### src/rtl/event_filter_pkg.sv
// Shared constants for the DVS event filter: polarity modes and default field widths.
package event_filter_pkg;

    localparam logic [1:0] MODE_BOTH = 2'b00;
    localparam logic [1:0] MODE_ON   = 2'b01;
    localparam logic [1:0] MODE_OFF  = 2'b10;
    localparam logic [1:0] MODE_NONE = 2'b11;

    localparam int unsigned X_W_DEF   = 8;
    localparam int unsigned Y_W_DEF   = 8;
    localparam int unsigned T_W_DEF   = 8;
    localparam int unsigned DEPTH_DEF = 4;
    localparam int unsigned CNT_W_DEF = 16;

    function automatic logic mode_pass(input logic [1:0] mode, input logic p);
        logic ok;
        case (mode)
            MODE_BOTH: ok = 1'b1;
            MODE_ON:   ok = p;
            MODE_OFF:  ok = ~p;
            default:   ok = 1'b0;
        endcase
        return ok;
    endfunction

endpackage

### src/rtl/event_fifo.sv
// Show-ahead FIFO with occupancy count; head data visible whenever valid_o is high.
module event_fifo #(
    parameter int unsigned WIDTH = 8,
    parameter int unsigned DEPTH = 4,
    localparam int unsigned AW   = $clog2(DEPTH)
) (
    input  logic             clk,
    input  logic             rst_n,
    input  logic             push_i,
    input  logic [WIDTH-1:0] data_i,
    input  logic             pop_i,
    output logic [WIDTH-1:0] data_o,
    output logic             valid_o,
    output logic [AW:0]      count_o
);

    localparam logic [AW:0] FullCount = (AW + 1)'(DEPTH);

    logic [WIDTH-1:0] mem_q [DEPTH];
    logic [AW-1:0]    wr_ptr_q, rd_ptr_q;
    logic [AW:0]      count_q, count_d;
    logic             do_push, do_pop;

    assign do_pop  = pop_i && (count_q != '0);
    // A push into a full FIFO is fine when the head leaves on the same edge.
    assign do_push = push_i && ((count_q != FullCount) || do_pop);

    always_comb begin
        count_d = count_q;
        if (do_push && !do_pop) begin
            count_d = count_q + (AW + 1)'(1);
        end else if (!do_push && do_pop) begin
            count_d = count_q - (AW + 1)'(1);
        end
    end

    always_ff @(posedge clk or negedge rst_n) begin
        if (!rst_n) begin
            for (int i = 0; i < int'(DEPTH); i++) begin
                mem_q[i] <= '0;
            end
            wr_ptr_q <= '0;
            rd_ptr_q <= '0;
            count_q  <= '0;
        end else begin
            if (do_push) begin
                mem_q[wr_ptr_q] <= data_i;
                wr_ptr_q        <= wr_ptr_q + AW'(1);
            end
            if (do_pop) begin
                rd_ptr_q <= rd_ptr_q + AW'(1);
            end
            count_q <= count_d;
        end
    end

    assign data_o  = mem_q[rd_ptr_q];
    assign valid_o = (count_q != '0);
    assign count_o = count_q;

endmodule

### src/rtl/event_filter_stream.sv
// Address-event filter: polarity, ROI and refractory rejection, one register stage,
// output FIFO and saturating pass/drop counters.
module event_filter_stream
    import event_filter_pkg::*;
#(
    parameter int unsigned X_W   = X_W_DEF,
    parameter int unsigned Y_W   = Y_W_DEF,
    parameter int unsigned T_W   = T_W_DEF,
    parameter int unsigned DEPTH = DEPTH_DEF,
    parameter int unsigned CNT_W = CNT_W_DEF
) (
    input  logic             clk,
    input  logic             rst_n,
    input  logic             in_valid_i,
    output logic             in_ready_o,
    input  logic [X_W-1:0]   in_x_i,
    input  logic [Y_W-1:0]   in_y_i,
    input  logic [T_W-1:0]   in_t_i,
    input  logic             in_p_i,
    input  logic [1:0]       cfg_mode_i,
    input  logic             cfg_roi_en_i,
    input  logic [X_W-1:0]   cfg_x_min_i,
    input  logic [X_W-1:0]   cfg_x_max_i,
    input  logic [Y_W-1:0]   cfg_y_min_i,
    input  logic [Y_W-1:0]   cfg_y_max_i,
    input  logic [T_W-1:0]   cfg_refract_i,
    output logic             out_valid_o,
    input  logic             out_ready_i,
    output logic [X_W-1:0]   out_x_o,
    output logic [Y_W-1:0]   out_y_o,
    output logic [T_W-1:0]   out_t_o,
    output logic             out_p_o,
    input  logic             cnt_clr_i,
    output logic [CNT_W-1:0] cnt_pass_o,
    output logic [CNT_W-1:0] cnt_drop_o
);

    localparam int unsigned EW = X_W + Y_W + T_W + 1;
    localparam int unsigned AW = $clog2(DEPTH);
    localparam int unsigned OW = AW + 2;

    logic             accept, keep, roi_ok, refr_ok;
    logic [T_W-1:0]   gap;
    logic [T_W-1:0]   last_t_q;
    logic             has_passed_q;
    logic             s1_valid_q, s1_keep_q, s1_push;
    logic [EW-1:0]    s1_data_q, fifo_data;
    logic [AW:0]      fifo_count;
    logic [OW-1:0]    occupancy;
    logic [CNT_W-1:0] cnt_pass_q, cnt_pass_d, cnt_drop_q, cnt_drop_d;

    // Kept event in S1 already owns a FIFO slot, so it counts toward occupancy.
    assign s1_push    = s1_valid_q && s1_keep_q;
    assign occupancy  = OW'(fifo_count) + OW'(s1_push);
    assign in_ready_o = occupancy < OW'(DEPTH);
    assign accept     = in_valid_i && in_ready_o;

    assign gap     = in_t_i - last_t_q;
    assign roi_ok  = !cfg_roi_en_i ||
                     ((in_x_i >= cfg_x_min_i) && (in_x_i <= cfg_x_max_i) &&
                      (in_y_i >= cfg_y_min_i) && (in_y_i <= cfg_y_max_i));
    assign refr_ok = !has_passed_q || (cfg_refract_i == '0) || (gap >= cfg_refract_i);
    assign keep    = mode_pass(cfg_mode_i, in_p_i) && roi_ok && refr_ok;

    always_ff @(posedge clk or negedge rst_n) begin
        if (!rst_n) begin
            last_t_q     <= '0;
            has_passed_q <= 1'b0;
            s1_valid_q   <= 1'b0;
            s1_keep_q    <= 1'b0;
            s1_data_q    <= '0;
        end else begin
            s1_valid_q <= accept;
            if (accept) begin
                s1_keep_q <= keep;
                s1_data_q <= {in_x_i, in_y_i, in_t_i, in_p_i};
                if (keep) begin
                    last_t_q     <= in_t_i;
                    has_passed_q <= 1'b1;
                end
            end
        end
    end

    always_comb begin
        cnt_pass_d = cnt_pass_q;
        cnt_drop_d = cnt_drop_q;
        if (cnt_clr_i) begin
            cnt_pass_d = '0;
            cnt_drop_d = '0;
        end else if (s1_valid_q) begin
            if (s1_keep_q) begin
                if (cnt_pass_q != '1) cnt_pass_d = cnt_pass_q + CNT_W'(1);
            end else begin
                if (cnt_drop_q != '1) cnt_drop_d = cnt_drop_q + CNT_W'(1);
            end
        end
    end

    always_ff @(posedge clk or negedge rst_n) begin
        if (!rst_n) begin
            cnt_pass_q <= '0;
            cnt_drop_q <= '0;
        end else begin
            cnt_pass_q <= cnt_pass_d;
            cnt_drop_q <= cnt_drop_d;
        end
    end

    event_fifo #(
        .WIDTH (EW),
        .DEPTH (DEPTH)
    ) u_fifo (
        .clk     (clk),
        .rst_n   (rst_n),
        .push_i  (s1_push),
        .data_i  (s1_data_q),
        .pop_i   (out_ready_i),
        .data_o  (fifo_data),
        .valid_o (out_valid_o),
        .count_o (fifo_count)
    );

    assign {out_x_o, out_y_o, out_t_o, out_p_o} = fifo_data;
    assign cnt_pass_o = cnt_pass_q;
    assign cnt_drop_o = cnt_drop_q;

endmodule

### config.mk
export PLATFORM = sky130hd
export DESIGN_NAME = event_filter_stream
export DESIGN_NICKNAME = d
export VERILOG_FILES = /design/src/rtl/event_filter_pkg.sv /design/src/rtl/event_fifo.sv /design/src/rtl/event_filter_stream.sv
export SDC_FILE = /design/constraint.sdc
export NUM_CORES = 1
export LEC_CHECK = 0
export BUFFER_PORTS_ARGS = -buffer_cell sky130_fd_sc_hd__buf_2
export CORE_ASPECT_RATIO = 0.5
export CORE_MARGIN = 3
export CORE_UTILIZATION = 30
export DETAILED_ROUTE_END_ITERATION = 10
export GPL_ROUTABILITY_DRIVEN = 0
export SYNTH_ARGS = -nofsm -noshare
export SYNTH_HDL_FRONTEND = slang
export SYNTH_SLANG_ARGS = --single-unit
### constraint.sdc
create_clock -name clk -period 4.42 [get_ports clk]
set_input_delay 0.663 -clock clk [delete_from_list [all_inputs] [get_ports clk]]
set_output_delay 0.663 -clock clk [all_outputs]
set_load 0.02 [all_outputs]
==> results of run 1 <==
-- layout make-up --
type                            count  area (sq um)
Multi-Input combinational cell    485          4170
Sequential cell                   175          4380
Timing Repair Buffer              143           752
Tap cell                          382           478
Clock inverter                     11           171
Fill cell                        2749         17700
Antenna cell                        1          2.50
Clock buffer                       21           470
Inverter                           55           206
-- power groups by stage --
| stage | logic (mW) | registers (mW) | clock network (mW) |
|---|---|---|---|
| final | 1.96 | 2.58 | 1.63 |
| after floorplan | 1.51 | 2.40 | 0 |
| after CTS | 1.99 | 2.58 | 1.67 |
| after detailed placement | 1.99 | 2.61 | 0 |
| after global routing | 2.17 | 2.66 | 1.74 |
| after global placement | 1.92 | 2.57 | 0 |
-- stage by stage --
step	setup WS, ns	cells	util (%)	power, mW
2_1_floorplan	0.964	737	-	3.91
3_3_place_gp	0.551	1240	35.2	4.49
6_report	0.934	1273	37.5	6.17
5_1_grt	0.684	1273	37.5	6.57
4_1_cts	0.920	1272	37.5	6.24
3_5_place_dp	0.450	1240	35.2	4.59
-- state kept, by name, indices dropped and copies added, names as in the netlist --
register and cells:
cnt_drop_o 16, cnt_pass_o 16, has_passed_q 1, last_t_q 8, s1_data_q 25, s1_keep_q 1
s1_valid_q 1, u_fifo.count_o 3, u_fifo.mem_q 100, u_fifo.rd_ptr_q 2, u_fifo.wr_ptr_q 2
-- worst max-delay path: stages --
cell and delay (ns):
buf_2 0.11, inv_1 0.06, ha_1 0.15, inv_1 0.06
fa_1 0.39, nand2_1 0.07, nand2_1 0.05, a21oi_1 0.22
o21bai_1 0.09, a21oi_1 0.18, xnor2_1 0.16, ha_1 0.27
nor2b_1 0.13, o21ai_0 0.14, nand4b_1 0.12, o2111ai_2 0.54
mux2_2 0.40
-- cells in the final DEF (no fill, tap or decap), types with 12 or more instances in the layout --
cell type and instances:
xor2_1 24, xnor2_1 17, ha_1 54, clkbuf_16 17, nor2_1 37, nand2_1 95, o21ai_0 14, dfrtp_1 174
nand3_1 13, mux4_2 25, inv_1 55, a21oi_1 19, buf_4 12, buf_2 130, nand4_1 12, mux2_2 107
-- cell usage after synthesis (4+ instances only) --
master | count | area [sq um]
nand4_1 | 12 | 75.1
xnor2_1 | 17 | 149
and3_1 | 5 | 31.3
inv_1 | 55 | 206
nand3_1 | 13 | 65.1
nand2b_1 | 6 | 37.5
nor2_1 | 37 | 139
nand2_1 | 95 | 357
clkbuf_1 | 11 | 41.3
dfrtp_1 | 175 | 4380
xor2_1 | 24 | 210
mux4_2 | 25 | 563
buf_2 | 10 | 50.1
nor2b_1 | 5 | 31.3
ha_1 | 54 | 676
and4_1 | 4 | 35.0
or3_1 | 5 | 31.3
a21oi_1 | 19 | 95.1
mux2_2 | 107 | 1200
o21ai_0 | 14 | 70.1
-- metal layers --
| layer | up-vias | track usage (%) | part of all wire (%) |
|---|---|---|---|
| met5 | - | 0 | 0 |
| met4 | 0 | 4.32 | 2.0 |
| met3 | 30 | 3.13 | 3.1 |
| met2 | 80 | 23.3 | 49 |
| met1 | 3072 | 17.3 | 46 |
| li1 | 2852 | - | - |
-- worst max-delay path by stage --
stage | endpoint | cells past startpoint | slack (ns)
after CTS | last_t_q[7]$_DFFE_PN0P_ | 17 | 0.92
after global placement | last_t_q[4]$_DFFE_PN0P_ | 17 | 0.55
final | last_t_q[7]$_DFFE_PN0P_ | 17 | 0.93
after floorplan | last_t_q[1]$_DFFE_PN0P_ | 16 | 0.96
after global routing | last_t_q[7]$_DFFE_PN0P_ | 15 | 0.68
after detailed placement | last_t_q[1]$_DFFE_PN0P_ | 17 | 0.45
-- cell families after synthesis --
logic type | Yosys count
adders and majority gates | 56
AOI/OAI and AO/OA | 55
and+or+nand+nor | 195
DFF | 175
buffers and inverters | 77
muxes | 138
xor gates and xnor gates | 41
==> reports/results.ini, run 1 <==
[clocking]
post_cts_buffers = 0
cts.sinks = 175
cts_tree = yes
clockBufferDepth = 2
cts_made_buffers = 17
cts_resized = 0
clk_pin_slew_ns = 0.07
worstSkewPairLatency_ns = 0.43
cts_root_buf = clkbuf_16
htreeDepth = 4
cts_hold_buf = 0

[job]
max_cap_violations = 0

[critical_path]
worstRegToRegCells = 15
path_max_fanout = 9
setup.worst_path.start_class = input port
reg2reg_to = last_t_q[7]$_DFFE_PN0P_
timing.rr.start = last_t_q[0]$_DFFE_PN0P_
crit_path_end_kind = flip-flop
worst-endpoint-required_ns = 4.74
cp.arrival_ns = 3.80
critPathKind = input port to flip-flop
crit_start = in_t_i[0]
regToRegSetupSlack_ns = 0.98

[timing]
rsz0062_at_grt = no
post-route-min-period_ns = 3.49
fmax_mhz = 287
fin_hold_ws_ns = 0.320
post-route-period-util_pct = 78.9
relSlewSlack_pct = 34.9
tns_ns = 0
worst_pin_slew_ns = 0.977
drv_slew = 0
hold_violations = 0
skew_ns = 0.00838
finalSetupViolCount = 0

[synth]
synth-main-ff-cell = dfrtp_1
synth_compound_area_share_pct = 4.07
async_flop_share_pct = 100
synth_seq_area_share_pct = 49.5
synthXorXnorAreaFrac_pct = 4.06
synth_warnings = 0
netlist-cell-type-count = 47
synth_nets = 866
avgSynthCellArea_sq_um = 12.0
yosys.area_share.adder_pct = 8.09
synth_top_family_by_area = multiplexers
synth_area_sq_mm = 0.00885
ys_seq_elements = 175
synth_mux_area_share_pct = 20.7
synth_simple_gate_area_share_pct = 10.2
synthCells = 737
synth_edf_count = 0

[drt]
drt-initial-drc-count = 245
drc = 0
route.antenna.remaining_nets = 0
wl_per_cell_um = 16.6
viasPerCell = 4.74
vias = 6034
first_pass_iters = 4
routed_wl_mm = 21.2

[floorplan]
die_area_sq_mm = 0.0317
die_w_um = 249
die_h_um = 127
ios = 132
coreArea_sq_mm = 0.0284
start_util_pct = 31.2
rows = 43

[power_and_ir_drop]
p_clk_share_pct = 26.4
pwr-share-seq_pct = 41.8
power_frac_comb_pct = 31.8
leakage_nw = 5.36
p_int_mw = 4.08
p_per_area_mw_per_mm2 = 580
power_switching_mw = 2.08
peakVddDrop_uv = 279
switching_share_pct = 33.8

[place]
hpwl_mm = 15.2
io_buffers = 131
dpl_cell_area_sq_mm = 0.00998

[final_layout]
nets = 1006
drive_gt1_share_pct = 35.3
final_cell_area_sq_mm = 0.0106
syn_to_final_growth_pct = 20.1

[global_routing]
antenna_found_initial = 1
grt_pass1_wl_mm = 34.3
grt_max_degree = 102
grt.total_usage_pct = 13.7
gr-total-overflow = 0
grt_pass1_vias = 6264

[hold_path]
hp-class = input port to asynchronous set/reset pin

[run_status]
status = completed

Power figures use the tool's default switching activity.
==> run 2: changes to the inputs <==
clock period = 3.3 ns   (was 4.42 ns; I/O delays follow)
==> run 2 against run 1 <==
  * Die area is the same
  * Combinational power up 39%
  * Cell area is 0.66% higher
  * Register-to-register slack lost 0.84 ns
  * Highest routed layer is now met5
==> reports/results.ini, run 2 (synthesized netlist as in run 1, its figures left out) <==
[critical_path]
path_max_fanout = 9
worstRegToRegCells = 16
worst-endpoint-required_ns = 3.61
crit_start = last_t_q[0]$_DFFE_PN0P_
critPathMaxStageDelay_ns = 0.38
setup.worst_path.start_class = flip-flop
path_cells = ha_1, inv_1, fa_1, nand2_1, nand2_1, a21oi_2, o21bai_1, a21oi_2, xnor2_1, ha_1, nor2b_1, o21ai_0, nand4b_1, o2111ai_2, buf_12, mux2_2
cp.arrival_ns = 3.47
timing.rr.start = last_t_q[0]$_DFFE_PN0P_
critPathKind = flip-flop to flip-flop
cp_num_buf_inv = 2
crit_path_end_kind = flip-flop
cp.depth = 16
slowest_stage = fa_1
critPathTopFamily = compound AO/OA/AOI/OAI gates

[drt]
vias = 6086
wl_per_cell_um = 16.5
viasPerCell = 4.76
route.antenna.remaining_nets = 0
first_pass_iters = 4
drt-initial-drc-count = 245
drc = 0
routed_wl_mm = 21.1

[hold_path]
hp-class = input port to asynchronous set/reset pin

[final_layout]
final_cell_area_sq_mm = 0.0107
largest_reg_flops = 100
final_common_cell = dfrtp_1
layout_common_cells = dfrtp_1, buf_2, mux2_2, nand2_1, inv_1
nFillCells = 2727
multi_input_area_sq_mm = 0.00418
syn_to_final_growth_pct = 20.9
post-route-util_pct = 37.7
reg_top3 = u_fifo.mem_q (100), s1_data_q (25)
area.sequential_sq_mm = 0.00438
n_antenna_cell = 0
drive_gt1_share_pct = 36.1
nets = 1013
largest_register = u_fifo.mem_q

[power_and_ir_drop]
p_per_area_mw_per_mm2 = 774
peakVddDrop_uv = 383
power_mw = 8.28
leakage_nw = 5.40

[global_routing]
grt_max_degree = 73
grt.total_usage_pct = 13.6
grt_pass1_wl_mm = 34.3
gr-usage-met1_pct = 17.1
met2_usage_pct = 23.7
grt_pass1_vias = 6443
grt_use_met3_pct = 2.97
gr-total-overflow = 0
antenna_found_initial = 2
grt-busiest-layer = met2

[place]
io_buffers = 131
dpl_cell_area_sq_mm = 0.0101
hpwl_mm = 15.2

[timing]
post-route-min-period_ns = 3.16
tns_ns = 0
worst_pin_slew_ns = 0.631
hold_violations = 0
skew_ns = 0.0136
fmax_mhz = 317
relSlewSlack_pct = 56.9
post-route-period-util_pct = 95.7
finalSetupViolCount = 0
drv_slew = 0

[run_status]
status = completed

[floorplan]
ios = 132
rows = 43
die_h_um = 127
die_area_sq_mm = 0.0317
start_util_pct = 31.2
die_w_um = 249
coreArea_sq_mm = 0.0284

[job]
max_cap_violations = 0

[clocking]
cts_root_buf = clkbuf_16
worstSkewPairLatency_ns = 0.43
clk_pin_slew_ns = 0.07
clockBufferDepth = 2
cts_made_buffers = 17
cts.sinks = 175
cts_tree = yes
htreeDepth = 4
post_cts_buffers = 0

run 2: layout make-up:
| cell class | instances | area share (%) |
|---|---|---|
| tap | 382 | 4.47 |
| inverter | 55 | 1.93 |
| sequential | 175 | 40.9 |
| clock buffer | 20 | 4.27 |
| clock inverter | 12 | 1.59 |
| timing repair buffer | 150 | 7.75 |
| multi-input combinational | 485 | 39.0 |
run 2: repair_timing:
item,CTS,global route
endpoints found under the setup margin,0,8
hold buffers,0,0
gates resized for setup,0,4
hold endpoints to repair,0,0
run 2: metrics by stage:
stage / setup slack (ns) / hold WS [ns] / std cells
6_report: 0.142 / 0.0686 / 1279
2_1_floorplan: 0.0122 / 0.199 / 737
5_1_grt: -0.0157 / 0.0972 / 1279
4_1_cts: 0.0609 / 0.0901 / 1279
3_3_place_gp: -0.138 / 0.476 / 1247
3_5_place_dp: -0.257 / 0.485 / 1247
run 2: routing by layer:
layer | part of all wire, % | vias to the layer above
li1 | - | 2876
met1 | 45 | 3091
met2 | 50 | 82
met3 | 3.4 | 33
met4 | 1.9 | 4
met5 | 0.13 | -
run 2: power breakdown:
group	switching [mW]	total (mW)	internal, mW
logic	1.35	2.73	1.38
registers	0.553	3.41	2.85
clock network	0.887	2.14	1.25
total	2.79	8.28	5.49
run 2: worst paths after layout:
path,to,slack (ns)
setup / recovery,last_t_q[1]$_DFFE_PN0P_,0.14
hold / removal,cnt_pass_o[8]$_DFFE_PN0P_,0.07
setup reg to reg,last_t_q[1]$_DFFE_PN0P_,0.14
hold reg to reg,last_t_q[6]$_DFFE_PN0P_,0.50
max in group asynchronous,s1_data_q[18]$_DFFE_PN0P_,2.29
min in group clk,last_t_q[0]$_DFFE_PN0P_,0.31
==> run 3: changes to the inputs <==
CORE_UTILIZATION = 55   (was 30)
PLACE_DENSITY = 0.77   (was default)
==> run 3 against run 2 <==
  * Worst setup slack gained 0.079 ns
  * Die area decreased by 44%
  * Flip-flop and latch count is the same
  * First-iteration DRC count up 22%
  * The run now ends with hold timing left
  * Final cell count fell by 14%
  * Critical endpoint is now last_t_q[4]$_DFFE_PN0P_
  * Cell area shrank 2.5%
  * Maximum frequency grew 2.6%
  * Non-clock buffer count increased by 4
==> reports/results.ini, run 3 (synthesized netlist as in run 1, its figures left out) <==
[run_status]
status = finished, violations left
violations = hold timing

[job]
max_cap_violations = 0

[final_layout]
area.sequential_sq_mm = 0.00438
largest_reg_flops = 100
n_antenna_cell = 0
drive_gt1_share_pct = 36.5
nFillCells = 1181
reg_top3 = u_fifo.mem_q (100), s1_data_q (25)
multi_input_area_sq_mm = 0.00418
largest_register = u_fifo.mem_q
post-route-util_pct = 67.0
final_common_cell = dfrtp_1
layout_common_cells = dfrtp_1, buf_2, mux2_2, nand2_1, inv_1
nets = 1017
syn_to_final_growth_pct = 17.9

[critical_path]
timing.rr.start = last_t_q[1]$_DFFE_PN0P_
crit_path_end_kind = flip-flop
regToRegSetupSlack_ns = 0.22
worst-endpoint-required_ns = 3.61
cp.arrival_ns = 3.39
reg2reg_to = last_t_q[4]$_DFFE_PN0P_
worstRegToRegCells = 16
setup.worst_path.start_class = flip-flop
path_max_fanout = 6
critPathKind = flip-flop to flip-flop

[floorplan]
die_w_um = 185
ios = 132
coreArea_sq_mm = 0.0156
die_area_sq_mm = 0.0177
start_util_pct = 56.8
rows = 32
die_h_um = 95.7

[power_and_ir_drop]
power_frac_comb_pct = 33.9
peakVddDrop_uv = 504
power_mw = 8.05
power_switching_mw = 2.77
leakage_nw = 5.38
p_int_mw = 5.28
pwr-share-seq_pct = 42.0
p_per_area_mw_per_mm2 = 771
p_clk_share_pct = 24.0
switching_share_pct = 34.4

[drt]
drc = 0
vias = 6206
first_pass_iters = 4
routed_wl_mm = 19.9
wl_per_cell_um = 18.0
viasPerCell = 5.62
drt-initial-drc-count = 299
route.antenna.remaining_nets = 0

[global_routing]
grt_pass1_vias = 6444
grt.total_usage_pct = 23.7
grt_max_degree = 66
antenna_found_initial = 0
grt_pass1_wl_mm = 32.5
gr-total-overflow = 0

[clocking]
htreeDepth = 4
cts_made_buffers = 17
clk_pin_slew_ns = 0.07
clockBufferDepth = 2
cts_root_buf = clkbuf_16
cts.sinks = 175
worstSkewPairLatency_ns = 0.43
post_cts_buffers = 0
cts_tree = yes
cts_hold_buf = 0

[timing]
drv_slew = 0
skew_ns = 0.0131
hold_violations = 2
worst_pin_slew_ns = 0.580
fin_hold_ws_ns = -0.00190
post-route-period-util_pct = 93.3
fmax_mhz = 325
post-route-min-period_ns = 3.08
relSlewSlack_pct = 61.4
finalSetupViolCount = 0

[place]
hpwl_mm = 14.2
io_buffers = 131

[hold_path]
hp-class = input port to asynchronous set/reset pin

run 3: changes by cell type in the layout (fill, tap and decap cells not counted), sizes merged:
| cell | delta |
|---|---|
| inv | -2 |
| clkinv | +5 |
| clkinvlp | +1 |
| bufinv | -2 |
| clkbuf | -2 |
| buf | +4 |
run 3: per-layer routing:
metal | track usage, % | share of wire (%) | wire (um)
met4 | 5.55 | 1.1 | 214
met2 | 40.6 | 49 | 9810
met3 | 4.61 | 5.3 | 1060
met5 | 0 | 0 | 0
met1 | 31.8 | 44 | 8820
run 3: layout make-up:
type / instances / share of cell area (%)
flip-flops and latches: 175 / 42.0
multi-input cells: 485 / 40.1
repair buffers: 154 / 8.15
clock buffers: 18 / 4.11
well taps: 204 / 2.45
inverters: 55 / 1.98
clock inverters: 14 / 1.27
run 3: metrics by stage:
| stage | area [sq um] | worst slack (ns) | TNS [ns] | hold WS, ns | std cells |
|---|---|---|---|---|---|
| after floorplan | 8850 | 0.0122 | 0 | 0.199 | 737 |
| after global placement | 9860 | -0.146 | -1.05 | 0.453 | 1073 |
| after detailed placement | 9860 | -0.181 | -1.22 | 0.459 | 1073 |
| after CTS | 10400 | 0.0917 | 0 | 0.000499 | 1105 |
| after global routing | 10400 | -0.0136 | -0.0195 | 0.0181 | 1105 |
| final | 10400 | 0.221 | 0 | -0.00190 | 1105 |
run 3: worst max-delay path: stages, from the launching register on:
cell	delay [ns]
dfrtp_1	0.38
inv_1	0.09
ha_1	0.25
a21oi_2	0.15
o21ai_1	0.10
a21o_1	0.19
nand2_1	0.08
nor2b_2	0.16
xnor2_1	0.13
ha_1	0.26
a21oi_1	0.15
nor2b_1	0.05
o21ai_0	0.14
nand4b_1	0.12
o2111ai_2	0.22
buf_6	0.16
mux2_2	0.34
run 3: what timing repair did:
item	4_1_cts	5_1_grt
gates resized for setup	0	6
endpoints found under the hold margin	0	0
setup endpoints to repair	0	8
run 3: power by group through the flow:
stage                     Sequential (mW)  Combinational, mW  Clock (mW)
after floorplan                      3.22               2.02           0
after global placement               3.35               2.64           0
after detailed placement             3.41               2.74           0
after CTS                            3.38               2.76        1.97
after global routing                 3.49               3.02        2.05
final                                3.38               2.73        1.93
run 3: how the worst max path moves through the flow:
| stage | from | to | slack, ns | cells past startpoint |
|---|---|---|---|---|
| 2_1_floorplan | in_t_i[0] | last_t_q[1]$_DFFE_PN0P_ | 0.01 | 16 |
| 3_3_place_gp | in_t_i[0] | last_t_q[3]$_DFFE_PN0P_ | -0.15 | 18 |
| 3_5_place_dp | in_t_i[0] | last_t_q[4]$_DFFE_PN0P_ | -0.18 | 18 |
| 4_1_cts | last_t_q[1]$_DFFE_PN0P_ | last_t_q[4]$_DFFE_PN0P_ | 0.09 | 16 |
| 5_1_grt | last_t_q[1]$_DFFE_PN0P_ | last_t_q[4]$_DFFE_PN0P_ | -0.01 | 16 |
| 6_report | last_t_q[1]$_DFFE_PN0P_ | last_t_q[4]$_DFFE_PN0P_ | 0.22 | 16 |
